<file path="config.mk">
export PLATFORM = sky130hd
export DESIGN_NAME = compare_serial_flat
export DESIGN_NICKNAME = d
export VERILOG_FILES = /design/src/rtl/compare_pkg.sv /design/src/rtl/compare_serial_if.sv /design/src/rtl/compare_bit_cell.sv /design/src/rtl/compare_serial.sv /design/src/flat_wrapper.sv
export SDC_FILE = /design/constraint.sdc
export NUM_CORES = 1
export LEC_CHECK = 0
export ABC_AREA = 1
export CORE_ASPECT_RATIO = 0.8
export CORE_UTILIZATION = 40
export DETAILED_ROUTE_END_ITERATION = 8
export GPL_TIMING_DRIVEN = 0
export SETUP_SLACK_MARGIN = 0.1
export SKIP_CTS_REPAIR_TIMING = 1
export SLEW_MARGIN = 0
export SYNTH_ARGS = -nofsm -noshare
export SYNTH_HDL_FRONTEND = slang
export SYNTH_SLANG_ARGS = --single-unit
</file>
<file path="constraint.sdc">
create_clock -name clk -period 1.9 [get_ports clk]
set_input_delay 0.285 -clock clk [delete_from_list [all_inputs] [get_ports clk]]
set_output_delay 0.285 -clock clk [all_outputs]
set_load 0.01 [all_outputs]
</file>
<file path="src/rtl/compare_pkg.sv">
// compare_pkg: shared types and helpers for the bit-serial magnitude comparator.
//   cmp_state_t   : controller states (IDLE, SHIFT, DONE)
//   CMP_WIDTH_DEF : default operand width
//   cmp_clog2     : ceil(log2(value)), used to size the bit counter
package compare_pkg;

  typedef enum logic [1:0] {
    IDLE,
    SHIFT,
    DONE
  } cmp_state_t;

  localparam int CMP_WIDTH_DEF = 8;

  function automatic int unsigned cmp_clog2(input int unsigned value);
    int unsigned w;
    w = 0;
    for (int unsigned i = 0; i < 32; i++) begin
      if ((32'd1 << i) < value) w = i + 1;
    end
    return w;
  endfunction

endpackage

</file>
<file path="src/rtl/compare_serial_if.sv">
// compare_serial_if: handshake/operand bundle for compare_serial.
//   start     : load request (sequencer -> comparator)
//   data_in   : operand A, unsigned
//   data_in_0 : operand B, unsigned
//   busy      : scan in progress
//   done      : one-cycle result-valid pulse
//   ageb      : A >= B, held until the next accepted start
//   aeqb      : A == B, held like ageb
// master = sequencer side, slave = comparator side.
interface compare_serial_if
  import compare_pkg::*;
#(
  parameter int WIDTH = CMP_WIDTH_DEF
) ();

  logic             start;
  logic [WIDTH-1:0] data_in;
  logic [WIDTH-1:0] data_in_0;
  logic             busy;
  logic             done;
  logic             ageb;
  logic             aeqb;

  modport master (
    output start, data_in, data_in_0,
    input  busy, done, ageb, aeqb
  );

  modport slave (
    input  start, data_in, data_in_0,
    output busy, done, ageb, aeqb
  );

endinterface

</file>
<file path="src/rtl/compare_bit_cell.sv">
// compare_bit_cell: combinational single-bit compare step.
//   a_bit, b_bit : current MSB of the A and B shift registers
//   decided      : an earlier bit already fixed the result
//   gt, lt       : this bit decides A > B / A < B (suppressed once decided)
//   eq           : bits equal and nothing decided yet
module compare_bit_cell (
  input  logic a_bit,
  input  logic b_bit,
  input  logic decided,
  output logic gt,
  output logic lt,
  output logic eq
);

  assign gt = ~decided &  a_bit & ~b_bit;
  assign lt = ~decided & ~a_bit &  b_bit;
  assign eq = ~decided & (a_bit ~^ b_bit);

endmodule

</file>
<file path="src/rtl/compare_serial.sv">
// compare_serial: bit-serial unsigned magnitude comparator (A >= B, A == B).
// Operands load on an accepted start in IDLE and are scanned MSB-first,
// one bit per clock; the result is announced with a one-cycle done pulse.
//   clk  : system clock, rising edge
//   rst  : synchronous, active-high reset
//   bus  : compare_serial_if.slave (start, data_in, data_in_0,
//          busy, done, ageb, aeqb)
// Build option COMPARE_SERIAL_EARLY_EXIT_EN: when defined, the scan stops
// at the first differing bit; otherwise it always runs WIDTH cycles and a
// sticky decided flag freezes the result at the first difference.
module compare_serial
  import compare_pkg::*;
#(
  parameter int WIDTH = CMP_WIDTH_DEF
) (
  input  logic              clk,
  input  logic              rst,
  compare_serial_if.slave   bus
);

  localparam int unsigned CW = cmp_clog2(WIDTH);

  cmp_state_t       state, state_n;
  logic [WIDTH-1:0] sa, sa_n;
  logic [WIDTH-1:0] sb, sb_n;
  logic [CW-1:0]    cnt, cnt_n;
  logic             ageb_q, ageb_n;
  logic             aeqb_q, aeqb_n;
  logic             decided, decided_n;
  logic             bit_gt, bit_lt, bit_eq;
  logic             finish;

  compare_bit_cell u_cell (
    .a_bit   (sa[WIDTH-1]),
    .b_bit   (sb[WIDTH-1]),
    .decided (decided),
    .gt      (bit_gt),
    .lt      (bit_lt),
    .eq      (bit_eq)
  );

`ifdef COMPARE_SERIAL_EARLY_EXIT_EN
  assign finish = bit_gt | bit_lt | (cnt == '0);
`else
  assign finish = (cnt == '0);
`endif

  always_comb begin
    state_n   = state;
    sa_n      = sa;
    sb_n      = sb;
    cnt_n     = cnt;
    ageb_n    = ageb_q;
    aeqb_n    = aeqb_q;
    decided_n = decided;
    case (state)
      IDLE: begin
        if (bus.start) begin
          sa_n      = bus.data_in;
          sb_n      = bus.data_in_0;
          cnt_n     = CW'(WIDTH - 1);
          ageb_n    = 1'b0;
          aeqb_n    = 1'b0;
          decided_n = 1'b0;
          state_n   = SHIFT;
        end
      end
      SHIFT: begin
        if (bit_gt) begin
          ageb_n    = 1'b1;
          aeqb_n    = 1'b0;
          decided_n = 1'b1;
        end else if (bit_lt) begin
          ageb_n    = 1'b0;
          aeqb_n    = 1'b0;
          decided_n = 1'b1;
        end else if (bit_eq && (cnt == '0)) begin
          // every bit matched and nothing decided earlier
          ageb_n = 1'b1;
          aeqb_n = 1'b1;
        end
        if (finish) begin
          state_n = DONE;
        end else begin
          // counter is only stepped while it is non-zero, so it never wraps
          sa_n  = {sa[WIDTH-2:0], 1'b0};
          sb_n  = {sb[WIDTH-2:0], 1'b0};
          cnt_n = cnt - 1'b1;
        end
      end
      DONE: begin
        state_n = IDLE;
      end
      default: begin
        state_n = IDLE;
      end
    endcase
  end

  always_ff @(posedge clk) begin
    if (rst) begin
      state   <= IDLE;
      sa      <= '0;
      sb      <= '0;
      cnt     <= '0;
      ageb_q  <= 1'b0;
      aeqb_q  <= 1'b0;
      decided <= 1'b0;
    end else begin
      state   <= state_n;
      sa      <= sa_n;
      sb      <= sb_n;
      cnt     <= cnt_n;
      ageb_q  <= ageb_n;
      aeqb_q  <= aeqb_n;
      decided <= decided_n;
    end
  end

  // decoded straight from registers: no input-to-output combinational path
  assign bus.busy = (state == SHIFT);
  assign bus.done = (state == DONE);
  assign bus.ageb = ageb_q;
  assign bus.aeqb = aeqb_q;

endmodule

</file>
<file path="src/flat_wrapper.sv">
// flat-port wrapper written by rule: the top's interface ports become plain ports
module compare_serial_flat import compare_pkg::*;
#(
  parameter int WIDTH = CMP_WIDTH_DEF
)
  (clk, rst, bus_start, bus_data_in, bus_data_in_0, bus_busy, bus_done, bus_ageb, bus_aeqb);
  compare_serial_if #(.WIDTH(WIDTH)) bus_i ();
  input  logic clk;
  input  logic rst;
  input wire logic [$bits(bus_i.start)-1:0] bus_start;
  input wire logic [$bits(bus_i.data_in)-1:0] bus_data_in;
  input wire logic [$bits(bus_i.data_in_0)-1:0] bus_data_in_0;
  output wire logic [$bits(bus_i.busy)-1:0] bus_busy;
  output wire logic [$bits(bus_i.done)-1:0] bus_done;
  output wire logic [$bits(bus_i.ageb)-1:0] bus_ageb;
  output wire logic [$bits(bus_i.aeqb)-1:0] bus_aeqb;
  assign bus_i.start = bus_start;
  assign bus_i.data_in = bus_data_in;
  assign bus_i.data_in_0 = bus_data_in_0;
  assign bus_busy = bus_i.busy;
  assign bus_done = bus_i.done;
  assign bus_ageb = bus_i.ageb;
  assign bus_aeqb = bus_i.aeqb;
  compare_serial #(.WIDTH(WIDTH)) u_core (.clk(clk), .rst(rst), .bus(bus_i));
endmodule
</file>
# --- Word level (Yosys, flattened, before mapping) ---
# Cells that the tools add are included.
op_classes:
  n_reduce_logical: 8
  n_eq_ne: 7
  n_bitwise: 9
  mux: 22
  add_sub_neg: 1
op_table:
  columns: ["operator", "n"]
  rows:
  - ["8-bit two-way mux", 4]
  - ["8-bit one-hot mux with 2 select lines", 2]
  - ["3-bit AND reduction", 3]
  - ["1-bit two-way mux", 7]
  - ["3-bit two-way mux", 2]
  - ["1-bit one-hot mux with 2 select lines", 3]
  - ["3-bit one-hot mux with 2 select lines", 1]
  - ["1-bit bitwise AND", 5]
  - ["2-bit two-way mux", 2]
  - ["2-bit inequality test, second input constant", 2]
  - ["4-bit by 1-bit inequality test with 1-bit output, second input constant", 1]
  - ["2-bit one-hot mux with 2 select lines", 1]
  - ["3-bit zero test", 1]
  - ["3-bit by 1-bit inequality test with 1-bit output, second input constant", 1]
  - ["1-bit inverter", 3]
  - ["3-bit by 1-bit subtractor with 3-bit output, second input constant", 1]
  - ["2-bit by 1-bit == test with 1-bit output, second input constant", 1]
  - ["2-bit == test, second input constant", 1]
  - ["2-bit zero test", 1]
  - ["2-bit by 1-bit inequality test with 1-bit output, second input constant", 1]
  - ["2-bit AND reduction", 1]
  - ["2-bit nonzero test", 1]
  - ["1-bit logical AND", 1]
  - ["1-bit bitwise XNOR", 1]
word_totals:
  input_bits: 19
  reg_bits: 24
  output_inout_bits: 4

# --- Depth between registers and ports, before layout ---
# Gate-level depths: netlist (run 1).
logic_depth:
  depth_word: 7
  depth_mapped: 9
  mapped_depth_nobuf: 9

# --- By module ---
# From an unflattened synthesis (run 1), not the netlist that was laid out.
hier_totals:
  cells_unflattened: 182
  area_unflattened_um2: 1173.6
by_module_without_submodules:
  columns: ["mod", "seq_area_each_um2", "area_each_um2", "cells_each", "n_inst"]
  rows:
  - ["compare_serial", 480.5, 1132.3, 173, 1]
  - ["compare_bit_cell", 0.0, 41.3, 9, 1]

# --- Worst setup path before layout (run 1) ---
# Ideal clock, no wire load.
synth_path:
  path_kind: "reg2reg"
  startpoint: "register u_core.cnt[0]"
  endpoint: "register u_core.sa[1]"
  synth_period_minus_slack_ps: 1254
  t_arrival_ps: 1137
  setup_time_ps: 116
  path_slack_ps: 646
  stages_incl_launch_ff: 9
  path_buffers: 1
  path_cell_list: "dfxtp_1 > inv_1 > ha_1 > nand2_1 > nand2_2 > nand2_4 > buf_6 > nand3_1 > o211a_1"
synth_between:
  elab_chain_len: 3
synth_rtl:
  columns: ["item", "line_no", "text"]
  rows:
  - ["from (decl)", "compare_serial.sv:26", "logic [CW-1:0] cnt, cnt_n;"]
  - ["from (signal assigned)", "compare_serial.sv:113", "cnt <= cnt_n;"]
  - ["3-bit zero test", "compare_serial.sv:45", "assign finish = (cnt == '0);"]
  - ["2-bit inequality test (no source line)", null, null]
  - ["3-bit AND reduction (no source line)", null, null]
  - ["to (signal assigned)", "compare_serial.sv:111", "sa <= sa_n;"]
  - ["to (decl)", "compare_serial.sv:24", "logic [WIDTH-1:0] sa, sa_n;"]
# No other way between the ends.
# A chain may end at the register's enable or synchronous reset.

# --- Worst setup path in the final report (run 1) ---
layout_path:
  startpoint: "register u_core.state[1]"
  endpoint: "output bus_done"
layout_between:
  elab_chain_len: 1
layout_rtl:
  columns: ["item", "line_no", "text"]
  rows:
  - ["from (decl)", "compare_serial.sv:23", "cmp_state_t state, state_n;"]
  - ["from (signal assigned)", "compare_serial.sv:110", "state <= state_n;"]
  - ["2-bit == test", "compare_serial.sv:122", "assign bus.done = (state == DONE);"]
  - ["to (decl)", "flat_wrapper.sv:14", "output wire logic [$bits(bus_i.done)-1:0] bus_done;"]
# No other way between the ends.

==> results of run 1 <==
placed cells by master, fill, tap and decap left out:
master	Yosys	routed
a21oi_1	10	10
buf_2	3	2
clkdlybuf4s50_1	0	20
nand4_1	1	1
dlymetal6s2s_1	0	1
dfxtp_1	24	23
o21ai_1	1	1
nand3_1	16	16
nand2_2	1	1
inv_2	1	1
dfxtp_2	0	1
ha_1	2	2
nor3_1	1	1
inv_1	10	10
nor2_4	2	2
o21ai_0	6	6
nand2_4	1	1
buf_4	1	3
clkbuf_8	0	1
a31oi_1	1	1
nand2_1	47	47
o211a_1	11	11
clkbuf_4	0	3
buf_1	1	1
nor2_1	6	6
buf_6	2	3
area by class of cell:
| class | instances | area (um2) |
|---|---|---|
| sequential | 24 | 482 |
| fill | 285 | 1120 |
| inverter | 11 | 41.3 |
| multi-input combinational | 106 | 557 |
| timing repair buffer | 23 | 228 |
| tap | 36 | 45.0 |
| clock buffer | 4 | 36.3 |
| buffer | 7 | 55.1 |
worst paths after layout:
path,endpoint,slack [ns]
max,bus_done,0.19
min,u_core.bus.aeqb,0.24
max reg2reg,u_core.sa[2],0.47
min reg2reg,u_core.sa[4],0.46
power by group through the flow:
stage                     sequential (mW)  combinational (mW)  clock [mW]
after floorplan                     0.607               0.232           0
after global placement              0.612               0.328           0
after detailed placement            0.613               0.334           0
after CTS                           0.602               0.335       0.282
after global routing                0.611               0.391       0.306
final                               0.602               0.341       0.274
metrics by stage:
stage          cell area, um2  TNS (ns)  setup WS [ns]
4_1_cts                  1420    -0.208         -0.208
5_1_grt                  1440         0         0.0955
3_3_place_gp             1380         0          0.185
3_5_place_dp             1380         0          0.171
2_1_floorplan            1130         0          0.646
6_report                 1440         0          0.189
routing by layer:
| layer | up-vias | wire (um) |
|---|---|---|
| li1 | 544 | - |
| met1 | 478 | 1260 |
| met2 | 18 | 1050 |
| met3 | 2 | 131 |
| met4 | 0 | 13 |
| met5 | - | 0 |
logic make-up after synthesis:
group | after synthesis | share of synthesized area, %
adders and majority gates | 2 | 2.22
and+or+nand+nor | 75 | 29.3
DFF | 24 | 42.6
buffers and inverters | 18 | 7.99
AOI/OAI and AO/OA | 29 | 17.9
critical path: stages, from the launching register on:
cell and delay, ns:
dfxtp_1 0.39, inv_1 0.09, nor2_1 0.09, clkdlybuf4s50_1 0.53
sequential cells by signal, summed over array words and instances, names as in the netlist:
signal	flops
u_core.decided	1
u_core.bus.aeqb	1
u_core.sb	8
u_core.sa	8
u_core.bus.ageb	1
u_core.state	2
u_core.cnt	3
==> results.md, run 1 <==
* Detailed Route Iter0 Violations at 92
* Maximum clock rate at 584 MHz
* Drt pass-1 iters at 4
* Antenna violations before repair at 0
* Synth warn at 0
* Total power at 1.22 mW
* Most numerous cell in the Yosys netlist: nand2_1
* Int Pwr at 0.843 mW
* Layout cells sized above 1 at 10.3%
* Die area at 0.00304 mm2
* Busiest grt layer: met2
* Pwr Density at 844 mW/mm2
* Min-delay src: rst
* Syn Nets at 169
* Outcome: finished clean
* Post-synth EDFFs at 0
* Sequential power share at 49.5%
* Avg Inst Size Synth at 7.62 um2
* CP endpoint kind: output port
* Met2 Track Usage GR at 28.3%
* Cells after synthesis at 148
* Post-synth top area share at 42.6%
* Worst r2r path cells at 8
* Register bit total from synthesis at 24
* Die width at 61.4 um
* Max Slew Vio Count at 0
* DP HPWL at 1790 um
* Main flop type after synthesis: dfxtp_1
* Initial Util at 44.0%
* RSZ-0062 raised after global routing: yes
* # setup viols final at 0
* DIE HEIGHT at 49.5 um
* Max_cap viols at 0
* Final hold vios at 0
* Commonest cells in the netlist: nand2_1 (47), dfxtp_1 (24), nand3_1 (16), o211a_1 (11)
* Share of async-settable or async-resettable flops after synthesis at 0%
* Clock skew at 0.00350 ns
* CP required at 1.62 ns
* Final Non-Filler Cells at 211
* Comb pwr share at 28.0%
* Post-synth top area cell: dfxtp_1
* I/O pins at 23
* Crit path from: u_core.state[1]
* Layout Utilization at 56.3%
* RD Place Congestion at 0.726
* Via count at 1,042
* Clk slew on worst S/H paths at 0.13 ns
* Hold Path Stages at 2
* Root Driver: clkbuf_4
* Final Hold Slack at 0.236 ns
* LEAKAGE at 0.696 nW
* Worst-margin pin slew at 0.451 ns
* Pin count of the biggest net entering global routing at 14
* DR DRC count at 0
* Critical Setup Path Class: reg -> out
* Vias per std cell at 4.94
* Core area at 0.00256 mm2
* Grt met3 use at 6.04%
* Switching share of power at 30.8%
* Seq/Total Area, Yosys at 42.6%
* Post-Route WL at 2450 um
* Fin crit share at 90.1%
* Vias in the first global route at 923
* # nets final at 197
* Worst r2r src: u_core.cnt[0]
* Largest cells by area after synthesis: dfxtp_1 (43%), nand2_1 (16%), o211a_1 (9.8%), nand3_1 (7.1%), a21oi_1 (4.4%)
* Crit Path Max Fanout at 4
* Min-delay worst type: in -> reg
* Critical Path AT at 1.43 ns
* Clock power share at 22.5%
* Sw Pwr at 0.375 mW
* CTS sink cnt at 24
* Area Growth Syn to Fin at 28.1%
* Post-route ant nets at 0
* CTS tree: built
* I/O Buffers at 21
* GRT overflow at 0
* Cell Area, Synth at 0.00113 mm2
* Row Count at 16
* CTS Buf Count at 3
* Headroom to the max-slew limit at 69.9%
* DP Cell Count at 205
* Max VDD drop at 0.516 mV
* Fin crit period at 1.71 ns
* Antenna Cells at 0
* Mean routed wirelength per cell at 11.6 um
* Htree depth at 1
* Netlist cell types at 21
* CTS Buffer Depth at 2
* Startpoint types: flop
* First-pass GRT wire length at 4310 um
* GRT Total Usage at 19.1%
* Clock Latency Late Sink at 0.32 ns
* M1 GR Usage at 27.4%
(Power assumes the default switching activity.)
==> run 2: changes to the inputs <==
--- a/config.mk
+++ b/config.mk
@@ -6,7 +6,7 @@
 export NUM_CORES = 1
 export LEC_CHECK = 0
 export ABC_AREA = 1
-export CORE_ASPECT_RATIO = 0.8
+export CORE_ASPECT_RATIO = 0.7
 export CORE_UTILIZATION = 40
 export DETAILED_ROUTE_END_ITERATION = 8
 export GPL_TIMING_DRIVEN = 0
==> run 2 against run 1 <==
Compared with the run above:
- non-clock buffer count increased by 1
- highest routed layer unchanged
- register-to-register slack about the same
- clock-buffer cell count unchanged
- hold slack improved by 0.069 ns
- via count increased by 1.2%
- global-route usage decreased by 0.46 points
- clock power increased by 29%
- sequential cell count unchanged
- critical path type unchanged
==> results.md, run 2 (synthesis gave the netlist of run 1 again) <==
* Row Count at 15 (was 16)
* Vias in the first global route at 899 (was 923)
* Clock skew at 0.00682 ns (was 0.00350 ns)
* Detailed Route Iter0 Violations at 57 (was 92)
* Root Driver: clkbuf_8 (was clkbuf_4)
* Drt pass-1 iters at 4 (unchanged)
* Fillers at 239 (was 285)
* Final TNS setup at 0 ns (unchanged)
* Clock Latency Late Sink at 0.27 ns (was 0.32 ns)
* DIE HEIGHT at 46.4 um (was 49.5 um)
* Mean routed wirelength per cell at 12.3 um (was 11.6 um)
* Max_cap viols at 0 (unchanged)
* Worst r2r src: u_core.cnt[0] (unchanged)
* Fin crit share at 86.9% (was 90.1%)
* R2R setup slack at 0.47 ns (about the same)
* Antenna Cells at 0 (unchanged)
* CTS sink cnt at 24 (unchanged)
* Vias per std cell at 5.02 (was 4.94)
* GRT overflow at 0 (unchanged)
* Worst reg2reg path endpoint: u_core.sa[3] (was u_core.sa[2])
* # setup viols final at 0 (unchanged)
* Pin count of the biggest net entering global routing at 14 (unchanged)
* Commonest cells after routing, fill and taps aside: nand2_1 (47), dfxtp_1 (24), clkdlybuf4s50_1 (20), nand3_1 (16), o211a_1 (11) (was nand2_1 (47), dfxtp_1 (23), clkdlybuf4s50_1 (20), nand3_1 (16), o211a_1 (11))
* Antenna violations before repair at 0 (unchanged)
* Commonest non-fill, non-tap cell in the layout: nand2_1 (unchanged)
* Final Hold Slack at 0.305 ns (was 0.236 ns)
* RSZ-0062 raised after global routing: no (was yes)
* Maximum clock rate at 605 MHz (was 584 MHz)
* Crit Path Max Fanout at 4 (unchanged)
* Headroom to the max-slew limit at 67.4% (was 69.9%)
* DP HPWL at 1850 um (was 1790 um)
* LEAKAGE at 0.707 nW (was 0.696 nW)
* Worst r2r path cells at 8 (unchanged)
* Min-delay src: rst (unchanged)
* Regs by FF count: u_core.sa (8), u_core.sb (8), u_core.cnt (3) (unchanged)
* Critical Setup Path Class: reg -> out (unchanged)
* Initial Util at 43.8% (was 44.0%)
* Max VDD drop at 0.477 mV (was 0.516 mV)
* CTS Buf Count at 3 (unchanged)
* Htree depth at 1 (unchanged)
* DR DRC count at 0 (unchanged)
* Hold EP: u_core.bus.ageb (was u_core.bus.aeqb)
* Pwr Density at 891 mW/mm2 (was 844 mW/mm2)
* Area Growth Syn to Fin at 29.7% (was 28.1%)
* Max Slew Vio Count at 0 (unchanged)
* Die width at 65.5 um (was 61.4 um)
* Layout cells sized above 1 at 10.2% (was 10.3%)
* Via count at 1,054 (was 1,042)
* Critical Path AT at 1.37 ns (was 1.43 ns)
* Layout Utilization at 56.9% (was 56.3%)
* Min-delay worst type: in -> reg (unchanged)
* CP required at 1.62 ns (about the same)
* Total power at 1.30 mW (was 1.22 mW)
* Fin crit period at 1.65 ns (was 1.71 ns)
* Startpoint types: flop (unchanged)
* Die area at 0.00304 mm2 (about the same)
* Core area at 0.00257 mm2 (was 0.00256 mm2)
* Final worst slack at 0.248 ns (was 0.189 ns)
* Final hold vios at 0 (unchanged)
* I/O pins at 23 (unchanged)
* CTS Buffer Depth at 2 (unchanged)
* CP endpoint kind: output port (unchanged)
* Post-Route WL at 2580 um (was 2450 um)
* First-pass GRT wire length at 4040 um (was 4310 um)
* Place WS at 0.181 ns (was 0.171 ns)
* GRT Total Usage at 18.6% (was 19.1%)
* # nets final at 198 (was 197)
* Outcome: finished clean (unchanged)
* Hold Path Stages at 2 (unchanged)
* I/O Buffers at 21 (unchanged)
* RD Place Congestion at 0.763 (was 0.726)
* Post-route ant nets at 0 (unchanged)
* CTS tree: built (unchanged)
* Worst-margin pin slew at 0.489 ns (was 0.451 ns)
* Clk slew on worst S/H paths at 0.09 ns (was 0.13 ns)
run 2: cell count changes in the layout (fill, tap and decap cells not counted), sizes merged:
cell,before,now
buf,9,10
run 2: final cells by class:
type	count	area [um2]	share of cell area [%]
multi-input cells	106	557	38.1
flip-flops and latches	24	480	32.8
repair buffers	24	235	16.1
clock buffers	4	55.1	3.76
plain buffers	7	51.3	3.51
well taps	34	42.5	2.91
inverters	11	41.3	2.82
run 2: how the worst max path moves through the flow:
stage | cells past startpoint | endpoint | slack, ns | start
5_1_grt | 3 | bus_done | 0.20 | u_core.state[1]
3_3_place_gp | 4 | bus_busy | 0.18 | u_core.state[0]
3_5_place_dp | 4 | bus_busy | 0.18 | u_core.state[0]
2_1_floorplan | 8 | u_core.sa[1] | 0.65 | u_core.cnt[0]
6_report | 3 | bus_done | 0.25 | u_core.state[1]
4_1_cts | 4 | bus_busy | -0.12 | u_core.state[0]
run 2: critical path: stages, from the launching register on:
cell and delay [ns]:
dfxtp_1 0.38, inv_1 0.10, nor2_1 0.09, clkdlybuf4s50_1 0.53
run 2: layer usage:
| metal | GRT usage, % | wire length, um | vias up |
|---|---|---|---|
| li1 | - | - | 544 |
| met1 | 24.2 | 1350 | 487 |
| met2 | 29.9 | 1090 | 19 |
| met3 | 5.20 | 109 | 4 |
| met4 | 6.52 | 31 | 0 |
| met5 | 0 | 0 | - |
run 2: metrics by stage:
stage          instances  area [um2]
3_3_place_gp         203        1380
3_5_place_dp         203        1380
6_report             210        1460
5_1_grt              210        1460
2_1_floorplan        148        1130
4_1_cts              207        1440
run 2: power breakdown:
group          leakage, nW  switching [mW]  internal [mW]
Clock               0.0288           0.168          0.185
Sequential           0.198          0.0354          0.568
Combinational        0.480           0.189          0.158
Total                0.707           0.393          0.911
==> run 3: changes to the inputs <==
--- a/config.mk
+++ b/config.mk
@@ -12,7 +12,6 @@
 export GPL_TIMING_DRIVEN = 0
 export SETUP_SLACK_MARGIN = 0.1
 export SKIP_CTS_REPAIR_TIMING = 1
-export SLEW_MARGIN = 0
 export SYNTH_ARGS = -nofsm -noshare
 export SYNTH_HDL_FRONTEND = slang
 export SYNTH_SLANG_ARGS = --single-unit
==> results of run 3 <==
Final layout, timing and power as in run 2 (identical DEF).
